File: src/rtl/avmm_vram_arbiter.sv
// Two-master Avalon-MM arbiter for the shared VRAM port: VGA fetch (m0) has priority,
// the core (m1) is forced in after a bounded m0 run, and a tag FIFO routes read data back.
module avmm_vram_arbiter #(
  parameter int AWIDTH   = 19,
  parameter int PWIDTH   = 8,
  parameter int MAXPEND  = 4,
  parameter int BURSTMAX = 8
) (
  input  logic              clk_core,
  input  logic              rst_core,
  input  logic [AWIDTH-1:0] m0_address,
  input  logic              m0_read,
  output logic              m0_waitrequest,
  output logic [PWIDTH-1:0] m0_readdata,
  output logic              m0_readdatavalid,
  input  logic [AWIDTH-1:0] m1_address,
  input  logic              m1_read,
  input  logic              m1_write,
  input  logic [PWIDTH-1:0] m1_writedata,
  output logic              m1_waitrequest,
  output logic [PWIDTH-1:0] m1_readdata,
  output logic              m1_readdatavalid,
  output logic [AWIDTH-1:0] s_address,
  output logic              s_read,
  output logic              s_write,
  output logic [PWIDTH-1:0] s_writedata,
  input  logic              s_waitrequest,
  input  logic [PWIDTH-1:0] s_readdata,
  input  logic              s_readdatavalid,
  output logic              err_spurious
);

  localparam int PTRW = $clog2(MAXPEND);
  localparam int CNTW = PTRW + 1;
  localparam int SCW  = $clog2(BURSTMAX + 1);

  localparam logic [1:0] GNT_NONE = 2'd0;
  localparam logic [1:0] GNT_M0   = 2'd1;
  localparam logic [1:0] GNT_M1   = 2'd2;

  logic [CNTW-1:0] pend_cnt_reg;
  logic [CNTW-1:0] wr_ptr_reg;
  logic [CNTW-1:0] rd_ptr_reg;
  logic            tag_mem [MAXPEND];
  logic            lock_reg;
  logic [1:0]      gnt_reg;
  logic [SCW-1:0]  starve_reg;
  logic            err_reg;

  logic       rd_ok, req1, elig0, elig1;
  logic [1:0] gnt_sel;
  logic       cmd, accept, push, pop, head_tag;

  assign rd_ok = (pend_cnt_reg < CNTW'(MAXPEND));
  assign req1  = m1_read | m1_write;
  assign elig0 = m0_read & rd_ok;
  assign elig1 = m1_write | (m1_read & rd_ok);

  always_comb begin
    gnt_sel = GNT_NONE;
    if (rst_core)
      gnt_sel = GNT_NONE;
    else if (lock_reg)
      gnt_sel = gnt_reg;
    else if (elig1 && (starve_reg == SCW'(BURSTMAX)))
      gnt_sel = GNT_M1;
    else if (elig0)
      gnt_sel = GNT_M0;
    else if (elig1)
      gnt_sel = GNT_M1;
  end

  // m1 write takes precedence over a simultaneous m1 read
  assign s_read      = ((gnt_sel == GNT_M0) & m0_read) |
                       ((gnt_sel == GNT_M1) & m1_read & ~m1_write);
  assign s_write     = (gnt_sel == GNT_M1) & m1_write;
  assign s_address   = (gnt_sel == GNT_M1) ? m1_address : m0_address;
  assign s_writedata = m1_writedata;

  assign m0_waitrequest = (gnt_sel == GNT_M0) ? s_waitrequest : 1'b1;
  assign m1_waitrequest = (gnt_sel == GNT_M1) ? s_waitrequest : 1'b1;

  assign cmd    = s_read | s_write;
  assign accept = cmd & ~s_waitrequest;
  assign push   = accept & s_read;
  assign pop    = s_readdatavalid & (pend_cnt_reg != '0) & ~rst_core;

  assign head_tag         = tag_mem[rd_ptr_reg[PTRW-1:0]];
  assign m0_readdatavalid = pop & ~head_tag;
  assign m1_readdatavalid = pop & head_tag;
  assign m0_readdata      = s_readdata;
  assign m1_readdata      = s_readdata;
  assign err_spurious     = err_reg;

  always_ff @(posedge clk_core) begin
    if (push)
      tag_mem[wr_ptr_reg[PTRW-1:0]] <= (gnt_sel == GNT_M1);
  end

  always_ff @(posedge clk_core) begin
    if (rst_core) begin
      lock_reg     <= 1'b0;
      gnt_reg      <= GNT_NONE;
      starve_reg   <= '0;
      pend_cnt_reg <= '0;
      wr_ptr_reg   <= '0;
      rd_ptr_reg   <= '0;
      err_reg      <= 1'b0;
    end else begin
      // a stalled command keeps its grant until the slave takes it
      lock_reg <= cmd & s_waitrequest;
      if (cmd)
        gnt_reg <= gnt_sel;

      if (!req1 || (accept && (gnt_sel == GNT_M1)))
        starve_reg <= '0;
      else if (accept && (gnt_sel == GNT_M0) && (starve_reg < SCW'(BURSTMAX)))
        starve_reg <= starve_reg + 1'b1;

      if (push)
        wr_ptr_reg <= wr_ptr_reg + 1'b1;
      if (pop)
        rd_ptr_reg <= rd_ptr_reg + 1'b1;
      pend_cnt_reg <= pend_cnt_reg + CNTW'(push) - CNTW'(pop);

      if (s_readdatavalid && (pend_cnt_reg == '0))
        err_reg <= 1'b1;
    end
  end

endmodule

File: config.mk
export PLATFORM = sky130hd
export DESIGN_NAME = avmm_vram_arbiter
export DESIGN_NICKNAME = d
export VERILOG_FILES = /design/src/rtl/avmm_vram_arbiter.sv
export SDC_FILE = /design/constraint.sdc
export NUM_CORES = 1
export LEC_CHECK = 0
export ABC_AREA = 0
export CELL_PAD_IN_SITES_DETAIL_PLACEMENT = 0
export CELL_PAD_IN_SITES_GLOBAL_PLACEMENT = 2
export CORE_UTILIZATION = 19
export CTS_CLUSTER_DIAMETER = 150
export CTS_CLUSTER_SIZE = 16
export DETAILED_ROUTE_END_ITERATION = 8
export PLACE_DENSITY_LB_ADDON = 0.1
export SLEW_MARGIN = 20
export SYNTH_ARGS = -nofsm -noshare
export SYNTH_HDL_FRONTEND = slang
export SYNTH_SLANG_ARGS = --single-unit
File: constraint.sdc
create_clock -name clk_core -period 3.6 [get_ports clk_core]
set_clock_uncertainty 0.15 [all_clocks]
set_input_delay 0.54 -clock clk_core [delete_from_list [all_inputs] [get_ports clk_core]]
set_output_delay 0.54 -clock clk_core [all_outputs]
set_load 0.02 [all_outputs]
After elaboration in Yosys (flattened, before gate mapping)
Memories as Yosys holds them, arrays and structs flattened. A register that Yosys moved wholly into a read port is not among the register bits.
Index checks and enable logic that the tools add are counted.
{"block": "totals", "regBits": 17, "mem_bits_rw": 4, "inputBits": 61, "out_inout_bits": 50, "wordCells": 61, "n_memories": 1}
{"block": "classes", "addsub": 5, "magnitude_cmp": 2, "n_eq_ne": 3, "muxes": 12, "bitwise": 21, "reduce_logical": 10}
{"memory": "tag_mem", "depth": 4, "width": 1, "rd": 1, "rd_clocked_by_memory_dff": 1, "wr": 1, "line": "44", "text": "logic tag_mem [MAXPEND];"}
{"op": "$mux 19", "count": 1}
{"op": "$mux 2", "count": 7}
{"op": "$and 1x1->1", "count": 13}
{"op": "$add 3x1->3 const B", "count": 2}
{"op": "$logic_and 1x1->1", "count": 5}
{"op": "$add 4x1->4 const B", "count": 1}
{"op": "$eq 4x4->1 const B", "count": 1}
{"op": "$lt 4x4->1 const B", "count": 1}
{"op": "$mux 1", "count": 4}
{"op": "$not 1->1", "count": 4}
{"op": "$or 1x1->1", "count": 4}
{"op": "$add 3x1->3", "count": 1}
{"op": "$logic_not 3->1", "count": 1}
{"op": "$lt 3x3->1 const B", "count": 1}
{"op": "$reduce_bool 3->1", "count": 1}
{"op": "$sub 3x1->3", "count": 1}
{"op": "$eq 2x1->1 const B", "count": 1}
{"op": "$eq 2x2->1 const B", "count": 1}
{"op": "$reduce_or 2->1", "count": 1}
{"op": "$logic_not 1->1", "count": 1}
{"op": "$logic_or 1x1->1", "count": 1}

Depth between registers and ports, before layout
{"block": "logic_depth", "depth_word": 17, "ltp_mapped": 16, "ltp_nobuf": 16}

Worst setup path before layout
No wires, ideal clock.
{"block": "synth_timing", "path_kind": "input-to-reg", "from": "input port m0_read", "to": "register pend_cnt_reg[2]", "setup_time_ps": 129, "arrival_ps": 2605, "t_required_ps": 3321, "setup_slack_ps": 716, "stages": 14, "path_buffers": 0, "cell_sequence": "nor2b_2 a221oi_2 o21ba_4 nand2_1 nand2_2 inv_1 ha_1 inv_1 ha_1 inv_1 fa_1 xor2_1 xnor2_1 nor2_1"}
{"block": "synth_between", "elab_chain_cells": 14, "word_cells_on_any_way": 17, "classes_between": "add/sub (2); eq/ne (2); mux (4); bitwise (9)"}
{"item": "start, declared", "line": "12", "text": "input logic m0_read,"}
{"item": "$and 1x1->1", "line": "56", "text": "assign elig0 = m0_read & rd_ok;"}
{"item": "$mux 2", "line": "67", "text": "else if (elig0)"}
{"item": "$mux 2", "line": "65", "text": "else if (elig1 && (starve_reg == SCW'(BURSTMAX)))"}
{"item": "$mux 2", "line": "63", "text": "else if (lock_reg)"}
{"item": "$mux 2", "line": "61", "text": "if (rst_core)"}
{"item": "$eq 2x2->1", "line": "75, 76"}
{"item": "$and 1x1->1 (2 in a row)", "line": "75", "text": "((gnt_sel == GNT_M1) & m1_read & ~m1_write);"}
{"item": "$or 1x1->1", "line": "74", "text": "assign s_read = ((gnt_sel == GNT_M0) & m0_read) |"}
{"item": "$or 1x1->1", "line": "83", "text": "assign cmd = s_read | s_write;"}
{"item": "$and 1x1->1", "line": "84", "text": "assign accept = cmd & ~s_waitrequest;"}
{"item": "$and 1x1->1 *", "line": "85", "text": "assign push = accept & s_read;"}
{"item": "$add 3x1->3 *", "line": "124", "text": "pend_cnt_reg <= pend_cnt_reg + CNTW'(push) - CNTW'(pop);"}
{"item": "$sub 3x1->3 *", "line": "124"}
{"item": "end signal, assigned", "line": "124"}
{"item": "end, declared", "line": "41", "text": "logic [CNTW-1:0] pend_cnt_reg;"}
Every way passes the cells marked *; elsewhere a longest branch is shown, timed or not.
A chain may end at the register's enable or synchronous reset.

Final worst setup path
{"block": "layout_timing", "from": "input port m0_read", "to": "output port s_address[9]"}
{"block": "layout_between", "elab_chain_cells": 7}
{"item": "$and 1x1->1", "line": "56"}
{"item": "$mux 2", "line": "67"}
{"item": "$mux 2", "line": "65"}
{"item": "$mux 2", "line": "63"}
{"item": "$mux 2", "line": "61"}
{"item": "$eq 2x2->1", "line": "77", "text": "assign s_address = (gnt_sel == GNT_M1) ? m1_address : m0_address;"}
{"item": "$mux 19", "line": "77"}
{"item": "end, declared", "line": "23", "text": "output logic [AWIDTH-1:0] s_address,"}
Every way passes these cells.

==> flow_summary.yaml <==
final_layout:
  antennaDiodeCount: 0
  nets: 291
  drive_gt1_share_pct: 18.6
  stdcell_area_um2: 2390
  post-route-util_pct: 28.7
  syn_to_final_growth_pct: 44.1
  final_cells: 325
hold_path:
  holdPathStages: 2
  holdCritPathClass: "reg2reg"
  min-delay-start: "err_spurious"
  worst_hold_path.endpoint: "err_spurious"
placement:
  dp.cells: 321
  hpwl_um: 3380
  port_buffers: 70
  pre_cts_ws_ps: 121
  place_congestion: 0.718
  place_area_um2: 2350
synth:
  postSynthNetCount: 236
  syn_inst: 166
  seq_area_frac_synth_pct: 27.7
  avgSynthCellArea_um2: 10.0
  synth_cell_types: 41
  synth.area.top_cells: "dfxtp_1 20%, mux2_4 16%, buf_4 11%"
  yosysTopAreaCell: "dfxtp_1"
  netlist_area_um2: 1660
  ys_seq_elements: 21
  synth_top_area_share_pct: 20.5
  yosys_warnings: 0
critical_path:
  reg2reg_depth: 16
  crit_fanout: 11
  crit_path_cell_trace: "clkdlybuf4s50_1 -> nor2b_2 -> a221oi_2 -> o21ba_4 -> buf_12 -> mux2_2 -> clkdlybuf4s50_1"
  cpMaxStageDelayCell: "clkdlybuf4s50_1"
  critPathMostFrequentCell: "clkdlybuf4s50_1"
  ff2ff_setup_slack_ps: 610
  crit_type: "in2out"
  rr_endpoint: "pend_cnt_reg[2]"
  worst_ep_required_time_ps: 2910
  cp-end-kind: "output pin"
  worst_ep_arrival_time_ps: 2770
  crit_path_start_kind: "primary input"
  rr_startpoint: "starve_reg[0]"
  slowest_delay_ps: 530
detailed_routing:
  wl_met1_um: 1730
  drtIter0Drc: 30
  route.met2.wl_um: 1940
  top_layer: "met4"
  drc: 0
  wirelength_um: 4050
  wl_met3_um: 353
  firstDrtPassIters: 4
  via_per_inst: 3.91
  vias: 1271
  wl_per_cell_um: 12.5
  postRouteAntennaNets: 0
job:
  drv_cap: 0
timing:
  rsz0062_at_grt: "no"
  drv_slew: 0
  hold_violations: 0
  fin_ws_ps: 139
  slew_headroom_pct: 77.1
  fin_crit_ps: 3460
  max_freq_mhz: 289
  finalSetupViolations: 0
  worst_slew_pin_slew_ps: 343
  final.period_utilization_pct: 96.1
  fin_tns_setup_ps: 0
clock_tree:
  cts.path.max_buffers: 2
  cts_tree: "done"
  clock_latency_ps: 260
  numCtsBuffers: 3
  clk_pin_slew_worst_paths_ps: 80
  cts_sinks: 21
  post-cts-setup-buffers: 0
  ctsHoldBuffers: 0
  cts_root_buf: "clkbuf_8"
  cts-resized-gates: 0
  htreeDepth: 1
floorplanning:
  die_h_um: 95.5
  die-area_um2: 9120
  ios: 111
  initial_core_util_pct: 19.9
  die_x_um: 95.5
  core_um2: 8340
  num_rows: 33
global_routing:
  grtUsageTotal_pct: 8.96
  antenna_found_initial: 0
  grt_pass1_vias: 1353
  overflow: 0
  grt_start_max_net_pins: 16
  grt_first_pass_wirelength_um: 6250
power:
  ir_drop_uv: 183
  power.density_nw_per_um2: 394
  p_leak_nw: 0.935
run_status:
  status: "completed"
layout by cell type (no fill, tap or decap), types with 2 or more instances in the layout:
master	count
ha_1	8
buf_12	2
o21bai_1	2
a221oi_2	2
xor2_1	3
o21ai_0	4
o31ai_1	3
edfxtp_1	4
clkdlybuf4s50_1	70
clkbuf_8	3
buf_4	6
nor3_1	3
a21oi_1	7
and2_1	7
xnor2_1	3
nand2_1	6
nor2_1	16
dfxtp_1	17
nand2b_1	3
mux2_4	18
inv_1	11
nand3_1	2
critical path: cells and delay by family:
| family | cells | cell delay (ps) |
|---|---|---|
| simple gates | 1 | 200 |
| compound gates | 2 | 550 |
| mux | 1 | 330 |
| buf+inv | 3 | 1150 |
per-layer routing:
metal,up-vias,track usage (%)
met2,47,16.0
met3,8,2.55
li1,647,-
met4,0,2.36
met1,569,10.4
met5,-,0
Yosys cell counts:
library cell / instances
a21oi_2: 1
dfxtp_1: 17
inv_1: 11
o21ai_2: 1
nand2_2: 1
nand2b_4: 1
ha_1: 8
xor2_1: 3
buf_4: 24
nor3_1: 3
nor3b_2: 1
buf_12: 2
a21oi_1: 7
nand4bb_1: 1
o21ai_0: 4
o21ai_1: 1
o21bai_1: 2
nor2_1: 16
and2_1: 7
nor2b_2: 1
nand3_1: 2
nor2b_1: 1
o21ba_4: 1
nand3b_1: 1
nand3b_4: 1
edfxtp_1: 4
xnor2_1: 3
nand4b_1: 1
and3b_1: 1
nand2_1: 6
o31ai_1: 3
mux2_4: 18
a41oi_1: 1
buf_1: 1
buf_2: 1
mux2_2: 1
fa_1: 1
a221oi_2: 2
mux2i_1: 1
nand2b_1: 3
mux4_2: 1
through the flow:
step / power (W) / hold slack (ps)
2_1_floorplan: 0.000646 / 318
5_1_grt: 0.00101 / 361
6_report: 0.000943 / 319
3_5_place_dp: 0.000794 / 310
4_1_cts: 0.000956 / 329
3_3_place_gp: 0.000796 / 308
power by group:
group	leakage, nW	switching [W]	total, W	internal (W)
Combinational	0.737	0.000212	0.000481	0.000269
Clock	0.0228	0.0000785	0.000157	0.0000788
Sequential	0.175	0.0000298	0.000305	0.000275
Total	0.935	0.000320	0.000943	0.000623
final cells by class:
class | instances | area, µm²
fillers | 878 | 5950
multi-input cells | 106 | 931
repair buffers | 78 | 786
flip-flops and latches | 21 | 460
well taps | 105 | 131
clock buffers | 4 | 45.0
inverters | 11 | 41.3
logic make-up after synthesis:
family          count (synthesis)  share of synthesized area [%]
compound gates                 23                           10.2
xor+xnor                        6                           3.16
fa+ha+maj                       9                           7.23
buf+inv                        39                           16.3
flops                          21                           27.7
mux                            21                           18.9
simple gates                   47                           16.5
worst max-delay path by stage:
stage / from / end / depth (start not counted)
after floorplan: m0_read / pend_cnt_reg[2] / 14
after global placement: m0_read / s_address[9] / 7
after detailed placement: m0_read / s_address[9] / 7
after CTS: m0_read / s_address[9] / 7
after global routing: m0_read / s_address[9] / 7
final: m0_read / s_address[9] / 7
No activity file was read; power rests on OpenSTA's default activity.
